### src/rtl/icache_pkg.sv
// rtl/icache_pkg.sv - shared geometry and FSM state encodings for the instruction cache
package icache_pkg;

  localparam int IDX_W  = 6;
  localparam int ADDR_W = 18;
  localparam int TAG_W  = ADDR_W - 2 - IDX_W;
  localparam int LINES  = 1 << IDX_W;

  localparam logic [1:0] IC_IDLE  = 2'd0;
  localparam logic [1:0] IC_MISS  = 2'd1;
  localparam logic [1:0] IC_DRAIN = 2'd2;
  localparam logic [1:0] IC_RESP  = 2'd3;

endpackage

### src/rtl/icache_array.sv
// rtl/icache_array.sv - direct-mapped valid/tag/data store, one fill port, one combinational read port
module icache_array
  import icache_pkg::*;
(
  input  logic             clk,
  input  logic             rst,
  input  logic [IDX_W-1:0] rd_idx,
  input  logic [TAG_W-1:0] rd_tag,
  output logic             hit,
  output logic [31:0]      rd_data,
  input  logic             wr_en,
  input  logic [IDX_W-1:0] wr_idx,
  input  logic [TAG_W-1:0] wr_tag,
  input  logic [31:0]      wr_data
);

  logic [LINES-1:0] valid;
  logic [TAG_W-1:0] tag_mem  [LINES];
  logic [31:0]      data_mem [LINES];

  assign hit     = valid[rd_idx] && (tag_mem[rd_idx] == rd_tag);
  assign rd_data = data_mem[rd_idx];

  // Only the valid bits need reset; tag/data are qualified by them.
  always_ff @(posedge clk) begin
    if (rst) begin
      valid <= '0;
    end else if (wr_en) begin
      valid[wr_idx] <= 1'b1;
    end
  end

  always_ff @(posedge clk) begin
    if (wr_en) begin
      tag_mem[wr_idx]  <= wr_tag;
      data_mem[wr_idx] <= wr_data;
    end
  end

endmodule

### src/rtl/icache.sv
// rtl/icache.sv - instruction cache FSM between IF and MemCtl; ICACHE_STAT_EN adds hit/miss counters
module icache
  import icache_pkg::*;
(
  input  logic        clk,
  input  logic        rst,
  input  logic        rdy,
  input  logic        if_req,
  input  logic [31:0] if_pc,
  input  logic        jal_reset,
  output logic        if_ret_flg,
  output logic [31:0] if_ret_ins,
  output logic        mem_req,
  output logic [31:0] mem_addr,
  input  logic        mem_done,
  input  logic [31:0] mem_ins
`ifdef ICACHE_STAT_EN
  ,
  output logic [31:0] hit_cnt,
  output logic [31:0] miss_cnt
`endif
);

  logic [1:0]  state;
  logic        hit;
  logic [31:0] rd_data;
  logic        fill;
  logic        accept;
  logic [1:0]  unused_pc_lsb;

  assign unused_pc_lsb = if_pc[1:0];
  assign accept = (state == IC_IDLE) && if_req && !jal_reset;
  // mem_addr doubles as the latched miss address, so the fill indexes from it.
  assign fill = rdy && mem_done && ((state == IC_MISS) || (state == IC_DRAIN));

  icache_array u_array (
    .clk     (clk),
    .rst     (rst),
    .rd_idx  (if_pc[IDX_W+1:2]),
    .rd_tag  (if_pc[ADDR_W-1:IDX_W+2]),
    .hit     (hit),
    .rd_data (rd_data),
    .wr_en   (fill),
    .wr_idx  (mem_addr[IDX_W+1:2]),
    .wr_tag  (mem_addr[ADDR_W-1:IDX_W+2]),
    .wr_data (mem_ins)
  );

  always_ff @(posedge clk) begin
    if (rst) begin
      state      <= IC_IDLE;
      if_ret_flg <= 1'b0;
      if_ret_ins <= '0;
      mem_req    <= 1'b0;
      mem_addr   <= '0;
    end else if (rdy) begin
      if_ret_flg <= 1'b0;
      case (state)
        IC_IDLE: begin
          if (accept) begin
            if (hit) begin
              if_ret_flg <= 1'b1;
              if_ret_ins <= rd_data;
              state      <= IC_RESP;
            end else begin
              mem_req  <= 1'b1;
              mem_addr <= {if_pc[31:2], 2'b00};
              state    <= IC_MISS;
            end
          end
        end
        IC_MISS: begin
          if (mem_done) begin
            mem_req <= 1'b0;
            if (jal_reset) begin
              state <= IC_IDLE;
            end else begin
              if_ret_flg <= 1'b1;
              if_ret_ins <= mem_ins;
              state      <= IC_RESP;
            end
          end else if (jal_reset) begin
            state <= IC_DRAIN;
          end
        end
        IC_DRAIN: begin
          if (mem_done) begin
            mem_req <= 1'b0;
            state   <= IC_IDLE;
          end
        end
        default: state <= IC_IDLE;
      endcase
    end
  end

`ifdef ICACHE_STAT_EN
  always_ff @(posedge clk) begin
    if (rst) begin
      hit_cnt  <= '0;
      miss_cnt <= '0;
    end else if (rdy && accept) begin
      if (hit) hit_cnt <= hit_cnt + 32'd1;
      else     miss_cnt <= miss_cnt + 32'd1;
    end
  end
`endif

endmodule

### config.mk
export PLATFORM = sky130hd
export DESIGN_NAME = icache
export DESIGN_NICKNAME = d
export VERILOG_FILES = /design/src/rtl/icache_pkg.sv /design/src/rtl/icache_array.sv /design/src/rtl/icache.sv
export SDC_FILE = /design/constraint.sdc
export NUM_CORES = 2
export LEC_CHECK = 0
export ABC_AREA = 1
export CAP_MARGIN = 20
export CELL_PAD_IN_SITES_DETAIL_PLACEMENT = 1
export CELL_PAD_IN_SITES_GLOBAL_PLACEMENT = 1
export CORE_AREA = 2 2 450 452
export DETAILED_ROUTE_END_ITERATION = 8
export DIE_AREA = 0 0 452 454
export HOLD_SLACK_MARGIN = 0.08
export PLACE_DENSITY_LB_ADDON = 0.25
export SYNTH_ARGS = -nofsm -noshare
export SYNTH_HDL_FRONTEND = slang
export SYNTH_HIERARCHICAL = 1
export SYNTH_SLANG_ARGS = --single-unit
### constraint.sdc
create_clock -name clk -period 5.9 [get_ports clk]
set_input_delay 1.475 -clock clk [delete_from_list [all_inputs] [get_ports clk]]
set_output_delay 1.475 -clock clk [all_outputs]
set_load 0.005 [all_outputs]
==> out/qor.yml <==
setup_path:
  r2r_slack_ps: 2340
  worstSetupEndpointType: "flop"
  criticalPathCategory: "in -> reg"
  critPathLaunch: "if_pc[2]"
  crit_slowest_cell: "buf_12"
  cp-endpoint: "if_ret_ins[16]$_SDFFE_PP0P_"
  crit_top_cell: "nand2_1"
  critPathLaunchType: "input pin"
  rr_endpoint: "u_array/data_mem[28][3]$_DFFE_PP_"
  arrival_ps: 5500
  worstPathCellList: "buf_8 > buf_12 > nand2_1 > nand3_1 > nand3_1 > nand3_1 > nand3_1 > nand2_1 > nand2_1 > nand2_1 > nand2_1 > nor2_1 > nand2_1 > nor3_2 > buf_4 > inv_1 > nand2_1 > nand2_1 > nor2_4 > buf_12 > nand3_1 > nand2_1 > nor2_1"
  path_max_fanout: 142
  cp.depth: 23
  worst_r2r_startpoint: "state[0]$_SDFFE_PP0P_"
  path_buf_inv: 5
  cp_slowest_stage_delay_ps: 420
  cpLargestDelayFamily: "simple AND/OR/NAND/NOR gates"
  reg2reg_depth: 12
  critPathRequiredTime_ps: 6730
status:
  outcome: "finished, final reports clean"
sta:
  slew_headroom: 0.1809
  setup_viol: 0
  min_period_over_period: 0.7920
  finClkSkew_ps: 51.40
  rsz0062_at_grt: "false"
  max_slew.worst_pin.slew_ps: 1229
  finalMaxSlewViolations: 0
  max_freq_ghz: 0.2140
  period_minus_slack_ps: 4673
  hold_ws_ps: 468.3
  hold_viol_final: 0
  setup_tns_ps: 0
worst_hold_path:
  hold_depth: 2
  min_path_type: "reg -> reg"
placed_design:
  dpl-instance-area_mm2: 0.1161
  io_buffers: 131
  place_hpwl_um: 206700
  gp_congestion: 0.8222
  dp.cells: 11350
routing:
  wl_per_cell_um: 33.49
  ant_nets: 0
  wl_um: 398400
  firstDrtPassIters: 6
  route.vias.total: 80810
  drt-initial-drc-count: 11690
  avgViaCountPerCell: 6.794
  drc: 0
final_layout:
  drive_gt1_frac: 0.08717
  fin_area_mm2: 0.1256
  final_nets: 9067
  final_cells: 11890
  syn2layout_area_growth_pct: 12.63
job:
  max_cap_violations: 0
floorplan:
  rows: 165
  fp.dieW_um: 452
  coreArea_mm2: 0.2009
  start_util: 0.5550
  io_pins: 136
  die_area_mm2: 0.2052
  die_h_um: 454
yosys:
  synth-seq-cells: 2818
  yosys_most_used_dff: "edfxtp_1"
  async_reset_ff_frac: 0
  ys_seq_area_frac: 0.7473
  synthTopCellsByArea: "edfxtp_1 (72%), nor2_1 (5.6%), o21ai_0 (5.2%)"
  synth_area_per_cell_um2: 12.52
  yosys-top-cells-count: "edfxtp_1 (2688), nor2_1 (1669), o21ai_0 (1168), nand2_1 (897), nand3_1 (734)"
  synth.most_common_cell: "edfxtp_1"
  synth.cell_area_mm2: 0.1115
  synth_top_area_share: 0.7240
  synth_area_leader_cell: "edfxtp_1"
  yosysUniqueCellTypes: 35
  ys_warn_count: 6
  syn_inst: 8908
  synth_edf_count: 2688
power:
  power_density_mw_per_mm2: 346.4
  p_leak_nw: 41.52
  seqPwrFrac: 0.508
  clkPwrFrac: 0.419
  swShare: 0.2341
  combPwrFrac: 0.072
  p_sw_mw: 10.18
  peakVddDrop_mv: 0.3607
  internal_power_mw: 33.32
clock_tree:
  cts.sinks: 2818
  clkLatencyLatePin_ps: 950
  cts_setup_buffers: 0
  cts_buffer_depth: 4
  htreeDepth: 5
  cts_hold_buf: 0
  cts_tree: "done"
  clk_pin_slew_ps: 60
  root_buffer: "clkbuf_16"
  cts_resized: 0
  cts_buffers: 302
global_route:
  grt_max_degree: 187
  antenna_found_initial: 15
  grt_use_total: 0.3835
  grt-ovfl-total: 0
  grt_pass1_wl_um: 570300
  grt_pass1_vias: 83880
==> area by class of cell <==
type / instances / area, µm²
inverters: 87 / 367.9
diodes: 10 / 25.02
fillers: 19340 / 75310
flip-flops and latches: 2818 / 83330
multi-input cells: 5366 / 25090
repair buffers: 419 / 4203
well taps: 2672 / 3343
clock inverters: 137 / 1081
clock buffers: 385 / 8130
==> worst register-to-register path: stages (launching register included) <==
cell and delay, ps:
dfxtp_1 380, inv_1 90, ha_1 310, nand2_1 80, nor2_1 120, buf_4 220
inv_1 70, nor2_1 110, inv_1 120, nor2_1 200, inv_1 370, nor2_4 880
buf_12 300
==> registers in the layout (all words and copies together) (netlist names) <==
| register | cells |
|---|---|
| mem_req | 1 |
| state | 2 |
| if_ret_flg | 1 |
| u_array/valid | 64 |
| u_array/tag_mem | 640 |
| u_array/data_mem | 2048 |
| mem_addr | 30 |
| if_ret_ins | 32 |
==> layout by cell type (no fill, tap or decap), types with 67 or more instances in the layout <==
cell             count
inv_1               77
o21ai_0           1168
clkinv_1            70
o22ai_1            629
edfxtp_1          2688
nor2_1            1604
buf_12              70
buf_4              219
nand2_1            896
o21ai_1            163
clkbuf_16          311
clkbuf_1            67
nand3_1            734
clkdlybuf4s50_1     92
dfxtp_1            120
==> how the worst min path moves through the flow <==
stage               slack, ps                              to                           start
finish                    470  u_array/valid[62]$_SDFFE_PP0P_  u_array/valid[62]$_SDFFE_PP0P_
global placement          450  u_array/valid[63]$_SDFFE_PP0P_  u_array/valid[63]$_SDFFE_PP0P_
CTS                       470  u_array/valid[48]$_SDFFE_PP0P_  u_array/valid[48]$_SDFFE_PP0P_
detailed placement        460  u_array/valid[48]$_SDFFE_PP0P_  u_array/valid[48]$_SDFFE_PP0P_
floorplan                 440  u_array/valid[11]$_SDFFE_PP0P_  u_array/valid[11]$_SDFFE_PP0P_
global route              490  u_array/valid[62]$_SDFFE_PP0P_  u_array/valid[62]$_SDFFE_PP0P_
==> layer usage <==
layer | track usage | share of wire
met2 | 0.6056 | 0.47
met1 | 0.4755 | 0.34
met4 | 0.2594 | 0.077
met3 | 0.08641 | 0.11
met5 | 0 | 0.00022
==> power by group through the flow <==
stage / combinational, mW / clock (mW) / sequential, mW
2_1_floorplan: 1.59 / 0 / 22.5
3_3_place_gp: 2.73 / 0 / 22.6
3_5_place_dp: 2.90 / 0 / 22.6
4_1_cts: 2.98 / 18.3 / 22.2
5_1_grt: 3.31 / 19.0 / 22.1
6_report: 3.14 / 18.2 / 22.1
==> metrics by stage <==
step | worst slack [ps] | power, mW | utilization
floorplan | 1634 | 24.14 | -
global placement | 753.5 | 25.30 | 0.5778
detailed placement | 624.9 | 25.49 | 0.5779
CTS | 1421 | 43.44 | 0.6238
global route | 1106 | 44.37 | 0.6250
finish | 1227 | 43.50 | 0.6251
==> kinds of logic (layout without fill, tap and decap cells) <==
family | after synthesis | after routing | synth area share
other | 1 | 12 | 0.00003364
and+or+nand+nor | 3318 | 3318 | 0.1204
AOI/OAI and AO/OA | 2043 | 2043 | 0.09980
DFF | 2818 | 2818 | 0.7473
adders and majority gates | 3 | 3 | 0.0003367
buffers and inverters | 725 | 1028 | 0.03209
No activity file was read; power rests on OpenSTA's default activity.
